**src/rtl/pulse_request_scheduler_if.sv**
```systemverilog
// Command port between the input scheduler (master) and the game logic (slave).
interface pulse_request_scheduler_if #(
  parameter int IDW = 2
) ();
  logic           cmd_valid;
  logic [IDW-1:0] cmd_id;
  logic           cmd_ready;

  modport master (output cmd_valid, output cmd_id, input cmd_ready);
  modport slave  (input cmd_valid, input cmd_id, output cmd_ready);
endinterface

```
**src/rtl/pulse_request_scheduler.sv**
```systemverilog
// Button front end: sync, rising-edge and auto-repeat pulses, pending capture,
// and a round-robin arbiter serialising pending channels onto one command port.
module pulse_request_scheduler #(
  parameter int N             = 4,
  parameter int IDW           = 2,
  parameter int CNT_W         = 16,
  parameter int HOLD_DELAY    = 16,
  parameter int REPEAT_PERIOD = 8
) (
  input  logic                      clk,
  input  logic                      rst_n,
  input  logic [N-1:0]              btn,
  input  logic                      enable,
  pulse_request_scheduler_if.master cmd,
  output logic [N-1:0]              pending,
  output logic                      overrun
);
  typedef enum logic [0:0] {IDLE = 1'b0, OFFER = 1'b1} state_t;

  localparam logic [CNT_W-1:0] CNT_FIRST  = CNT_W'(HOLD_DELAY - 1);
  localparam logic [CNT_W-1:0] CNT_RELOAD = CNT_W'(HOLD_DELAY);
  localparam logic [CNT_W-1:0] CNT_LAST   = CNT_W'(HOLD_DELAY + REPEAT_PERIOD - 1);
  localparam logic [CNT_W-1:0] CNT_MAX    = {CNT_W{1'b1}};
  localparam logic [IDW-1:0]   LAST_INIT  = IDW'(N - 1);
  localparam logic             RPT_EN     = (REPEAT_PERIOD != 0);

  logic [N-1:0]     sync1_r, sync2_r, prev_r;
  logic [CNT_W-1:0] cnt_r     [N];
  logic [CNT_W-1:0] cnt_nxt_s [N];
  logic [N-1:0]     rise_s, rpt_s, ev_s, clr_s;
  logic [N-1:0]     pending_r, pending_nxt_s;
  logic             overrun_r, overrun_nxt_s;
  state_t           state_r, state_nxt_s;
  logic             cmd_valid_r, cmd_valid_nxt_s;
  logic [IDW-1:0]   cmd_id_r, cmd_id_nxt_s;
  logic [IDW-1:0]   last_grant_r, last_grant_nxt_s;
  logic [IDW-1:0]   sel_s;
  logic             found_s;

  // Edge detect, hold counter and repeat strobe for every channel
  always_comb begin
    rise_s = sync2_r & ~prev_r;
    rpt_s  = '0;
    for (int i = 0; i < N; i++) begin
      cnt_nxt_s[i] = '0;
      if (sync2_r[i]) begin
        // The repeat window HOLD_DELAY..HOLD_DELAY+REPEAT_PERIOD-1 recirculates, so the
        // periodic repeat always lands on its last count.
        rpt_s[i] = (cnt_r[i] == CNT_FIRST) || (RPT_EN && (cnt_r[i] == CNT_LAST));
        if (RPT_EN && (cnt_r[i] == CNT_LAST)) begin
          cnt_nxt_s[i] = CNT_RELOAD;
        end else if (cnt_r[i] != CNT_MAX) begin
          cnt_nxt_s[i] = cnt_r[i] + CNT_W'(1);
        end else begin
          cnt_nxt_s[i] = cnt_r[i];
        end
      end else begin
        cnt_nxt_s[i] = '0;
      end
    end
    ev_s = rise_s | rpt_s;
  end

  // Round-robin search starting just after the last granted channel
  always_comb begin
    sel_s   = '0;
    found_s = 1'b0;
    for (int k = 1; k <= N; k++) begin
      if (!found_s && pending_r[(int'(last_grant_r) + k) % N]) begin
        found_s = 1'b1;
        sel_s   = IDW'((int'(last_grant_r) + k) % N);
      end else begin
        found_s = found_s;
      end
    end
  end

  // Arbiter next state, offer outputs and pending/overrun update
  always_comb begin
    state_nxt_s      = state_r;
    cmd_valid_nxt_s  = cmd_valid_r;
    cmd_id_nxt_s     = cmd_id_r;
    last_grant_nxt_s = last_grant_r;
    clr_s            = '0;
    case (state_r)
      IDLE: begin
        if (enable && found_s) begin
          state_nxt_s     = OFFER;
          cmd_valid_nxt_s = 1'b1;
          cmd_id_nxt_s    = sel_s;
          clr_s[sel_s]    = 1'b1;
        end else begin
          state_nxt_s = IDLE;
        end
      end
      OFFER: begin
        if (cmd.cmd_ready) begin
          state_nxt_s      = IDLE;
          cmd_valid_nxt_s  = 1'b0;
          last_grant_nxt_s = cmd_id_r;
        end else begin
          state_nxt_s = OFFER;
        end
      end
      default: begin
        state_nxt_s     = IDLE;
        cmd_valid_nxt_s = 1'b0;
      end
    endcase
    // A new event outranks the grant-clear landing on the same edge.
    pending_nxt_s = (pending_r & ~clr_s) | ev_s;
    overrun_nxt_s = |(ev_s & pending_r);
  end

  // Input synchronisers and hold counters
  always_ff @(posedge clk or negedge rst_n) begin
    if (!rst_n) begin
      sync1_r <= '0;
      sync2_r <= '0;
      prev_r  <= '0;
      for (int i = 0; i < N; i++) cnt_r[i] <= '0;
    end else begin
      sync1_r <= btn;
      sync2_r <= sync1_r;
      prev_r  <= sync2_r;
      for (int i = 0; i < N; i++) cnt_r[i] <= cnt_nxt_s[i];
    end
  end

  // Arbiter state, registered command port and flags
  always_ff @(posedge clk or negedge rst_n) begin
    if (!rst_n) begin
      state_r      <= IDLE;
      cmd_valid_r  <= 1'b0;
      cmd_id_r     <= '0;
      last_grant_r <= LAST_INIT;
      pending_r    <= '0;
      overrun_r    <= 1'b0;
    end else begin
      state_r      <= state_nxt_s;
      cmd_valid_r  <= cmd_valid_nxt_s;
      cmd_id_r     <= cmd_id_nxt_s;
      last_grant_r <= last_grant_nxt_s;
      pending_r    <= pending_nxt_s;
      overrun_r    <= overrun_nxt_s;
    end
  end

  assign cmd.cmd_valid = cmd_valid_r;
  assign cmd.cmd_id    = cmd_id_r;
  assign pending       = pending_r;
  assign overrun       = overrun_r;
endmodule

```
**src/flat_wrapper.sv**
```systemverilog
// flat-port wrapper written by rule: the top's interface ports become plain ports
module pulse_request_scheduler_flat 
#(
  parameter int N             = 4,
  parameter int IDW           = 2,
  parameter int CNT_W         = 16,
  parameter int HOLD_DELAY    = 16,
  parameter int REPEAT_PERIOD = 8
)
  (clk, rst_n, btn, enable, pending, overrun, cmd_cmd_valid, cmd_cmd_id, cmd_cmd_ready);
  pulse_request_scheduler_if #(.IDW(IDW)) cmd_i ();
  input  logic clk;
  input  logic rst_n;
  input  logic [N-1:0] btn;
  input  logic enable;
  output logic [N-1:0] pending;
  output logic overrun;
  output wire logic [$bits(cmd_i.cmd_valid)-1:0] cmd_cmd_valid;
  output wire logic [$bits(cmd_i.cmd_id)-1:0] cmd_cmd_id;
  input wire logic [$bits(cmd_i.cmd_ready)-1:0] cmd_cmd_ready;
  assign cmd_cmd_valid = cmd_i.cmd_valid;
  assign cmd_cmd_id = cmd_i.cmd_id;
  assign cmd_i.cmd_ready = cmd_cmd_ready;
  pulse_request_scheduler #(.N(N), .IDW(IDW), .CNT_W(CNT_W), .HOLD_DELAY(HOLD_DELAY), .REPEAT_PERIOD(REPEAT_PERIOD)) u_core (.clk(clk), .rst_n(rst_n), .btn(btn), .enable(enable), .cmd(cmd_i), .pending(pending), .overrun(overrun));
endmodule
```
**config.mk**
```make
export PLATFORM = sky130hd
export DESIGN_NAME = pulse_request_scheduler_flat
export DESIGN_NICKNAME = d
export VERILOG_FILES = /design/src/rtl/pulse_request_scheduler_if.sv /design/src/rtl/pulse_request_scheduler.sv /design/src/flat_wrapper.sv
export SDC_FILE = /design/constraint.sdc
export NUM_CORES = 1
export LEC_CHECK = 0
export CORE_MARGIN = 3
export CORE_UTILIZATION = 60
export DETAILED_ROUTE_END_ITERATION = 12
export GPL_ROUTABILITY_DRIVEN = 0
export PLACE_DENSITY = 0.81
export SYNTH_ARGS = -nofsm -noshare
export SYNTH_HDL_FRONTEND = slang
export SYNTH_SLANG_ARGS = --single-unit
```
**constraint.sdc**
```tcl
create_clock -name clk -period 2.3 [get_ports clk]
set_input_delay 0.345 -clock clk [delete_from_list [all_inputs] [get_ports clk]]
set_output_delay 0.345 -clock clk [all_outputs]
set_load 0.01 [all_outputs]
```
==> results.py <==
metrics = {
    "run_status": {
        "status": "finished with violations",
        "violations": "negative hold slack",
    },
    "synthesis": {
        "synth-seq-area-share": 0.4913,
        "synth_top_family_by_area": "simple AND/OR/NAND/NOR gates",
        "syn_nets": 466,
        "synth_cells": 454,
        "syn_area_mm2": 0.004437,
        "synthTopCellsByArea": "dfrtp_1 48%, nor2_1 4.9%, nand2_1 3.4%, xor2_1 3.4%, xnor2_1 2.8%",
        "synth-main-ff-cell": "dfrtp_1",
        "synth_xor_area_frac": 0.06120,
        "synth.mux.area_fraction": 0.02115,
        "synth_edf_count": 0,
        "synth_seq_cells": 87,
        "yosysMostFrequentCell": "dfrtp_1",
        "yosysTopAreaCellShare": 0.4794,
        "ys_types": 60,
        "synthAdderAreaFrac": 0.01128,
        "synth_area_leader_cell": "dfrtp_1",
        "synth_warnings": 0,
        "synthArstFlopShare": 1.000,
        "syn_area_per_cell_um2": 9.773,
        "synth-simple-area-share": 0.2586,
        "synth_commonest_cells": "85 x dfrtp_1, 58 x nor2_1, 40 x nand2_1",
        "synth_compound_area_frac": 0.1317,
    },
    "global_route": {
        "grt_pass1_wl_mm": 15.55,
        "grt_max_degree": 48,
        "globalRouteOverflowTotal": 0,
        "grt_pass1_vias": 3389,
        "top_usage_layer": "met2",
        "track_usage": 0.2248,
        "grtUsageMet3": 0.05250,
        "grt.met1_usage": 0.3012,
        "antenna_found_initial": 0,
        "grt_util_met2": 0.3625,
    },
    "placement": {
        "io_buffers": 15,
        "hpwl_mm": 6.027,
        "dp_worst_setup_slack_ns": 0.4205,
    },
    "worst_setup_path": {
        "path_class": "reg -> reg",
        "critical_path_required_ns": 2.59,
        "crit_path_start_kind": "flip-flop",
        "worstPathArrival_ns": 2.21,
        "endpoint_kind": "flip-flop",
        "cp_max_fo": 9,
    },
    "layout": {
        "area_growth_pct": 9.757,
        "final_nets": 485,
        "num_antenna_cells": 0,
        "drive_gt1_frac": 0.08577,
    },
    "sta": {
        "fin_crit_sh": 0.8332,
        "setup_tns_ns": 0,
        "finalClockSkew_ns": 0.006591,
        "hold_violations": 11,
        "rsz0062_at_grt": "false",
        "setup_viol": 0,
        "fmax_mhz": 521.8,
        "worst_slew_pin_slew_ns": 0.6487,
        "relSlewSlack": 0.5646,
        "finalCriticalPeriod_ns": 1.916,
        "maxSlewViolCount": 0,
        "fin_ws_ns": 0.3836,
        "hold_ws_ns": -0.02343,
    },
    "clock_network": {
        "clock_sinks": 87,
        "cts_tree": "built",
        "path_clk_slew_ns": 0.08,
        "numCtsBuffers": 9,
        "cts_hold_buf": 0,
        "htreeDepth": 3,
        "worstSkewPairLatency_ns": 0.35,
        "root_buffer": "clkbuf_8",
        "post-cts-setup-buffers": 0,
        "cts_buffer_depth": 2,
        "cts-resized-gates": 0,
    },
    "power": {
        "p_per_area_mw_per_mm2": 686.6,
        "p_leak_nw": 2.100,
        "peakVddDrop_v": 0.0004129,
    },
    "detailed_routing": {
        "ant_nets": 0,
        "via_per_inst": 6.122,
        "dr.pass1.iters": 7,
        "drtIter0Drc": 165,
        "drc": 0,
        "wirelength_mm": 8.755,
        "vias": 3514,
        "wire_per_inst_um": 15.25,
    },
    "floorplanning": {
        "rows": 30,
        "start_util": 0.6355,
        "die_y_um": 91.99,
        "core-area_mm2": 0.006982,
        "die_w_um": 91.99,
        "ios": 16,
        "die-area_mm2": 0.008462,
    },
    "run": {
        "cap_violations": 0,
    },
    "hold_path": {
        "min_path_type": "in -> async",
    },
}
==> path summary, 6_finish.rpt <==
kind	startpoint	end	slack, ns	depth (start not counted)
setup / recovery	u_core.cnt_r[16]	u_core.cnt_r[24]	0.38	6
min in group clk	u_core.sync1_r[2]	u_core.sync2_r[2]	0.35	0
hold / removal	rst_n	u_core.cnt_r[50]	-0.02	1
max in group asynchronous	rst_n	u_core.cnt_r[28]	1.61	2
setup reg to reg	u_core.cnt_r[16]	u_core.cnt_r[24]	0.38	6
hold reg to reg	u_core.sync1_r[2]	u_core.sync2_r[2]	0.35	0
==> state kept, by name, summed over array words and instances (netlist names) <==
| name | count |
|---|---|
| u_core.cmd.cmd_id | 2 |
| u_core.cmd.cmd_valid | 1 |
| u_core.cnt_r | 64 |
| u_core.last_grant_r | 2 |
| u_core.overrun | 1 |
| u_core.pending | 4 |
| u_core.prev_r | 4 |
| u_core.state_r | 1 |
| u_core.sync1_r | 4 |
| u_core.sync2_r | 4 |
==> placed cells by master, fill, tap and decap left out, types with 4 or more instances in the layout <==
cell	count
and2_1	8
dfrtp_1	85
ha_1	4
nand4_1	12
clkbuf_8	10
nand2_1	40
a311oi_1	6
nand2b_1	4
clkdlybuf4s50_1	14
a21oi_1	21
o21ai_0	19
nor4_1	8
xor2_1	17
mux2i_1	6
xnor2_1	14
and3_1	14
inv_1	8
buf_4	7
a31oi_1	7
a211oi_1	8
nor3_1	13
and4_1	7
nand3_1	22
nor2_1	58
nand3b_1	5
==> per-stage QoR <==
stage                     std cells    util  hold slack (ns)  total power [W]  cell area (um2)
after floorplan                 454       -          0.04941         0.002058             4437
after global placement          558  0.6688           0.3318         0.002280             4669
after detailed placement        558  0.6688           0.3355         0.002313             4669
after CTS                       574  0.6975        0.0002084         0.003383             4870
after global routing            574  0.6975          0.01639         0.003516             4870
final                           574  0.6975         -0.02343         0.003343             4870
==> layout make-up <==
type / instances / area, um2
inverter: 8 / 30.03
clock inverter: 4 / 55.05
sequential: 87 / 2180
multi-input combinational: 346 / 2147
tap: 96 / 120.1
timing repair buffer: 21 / 192.7
clock buffer: 12 / 145.1
fill: 553 / 2112
==> metal layers <==
layer / routed length (um) / vias to the layer above / part of all wire
li1: - / 1689 / -
met1: 3942 / 1708 / 0.45
met2: 4286 / 107 / 0.49
met3: 432 / 10 / 0.049
met4: 94 / 0 / 0.011
met5: 0 / - / 0
==> power breakdown <==
part           internal (W)  switching [W]
Combinational      0.000258       0.000240
Clock              0.000536       0.000529
Sequential          0.00164       0.000136
Total               0.00244       0.000904
==> cell families (layout without fill, tap and decap cells) <==
logic type,after synthesis,count (layout)
simple gates,214,214
xor+xnor,31,31
buf+inv,21,45
flops,87,87
compound gates,88,88
fa+ha+maj,4,4
mux,9,9
==> worst max-delay path, cell delays in order (launching register included) <==
cell and delay (ns):
dfrtp_1 0.42, ha_1 0.23, nand4_1 0.21, nor3_4 0.44
nand2_2 0.19, a41o_1 0.28, nor2_1 0.08
(Power assumes the default switching activity.)
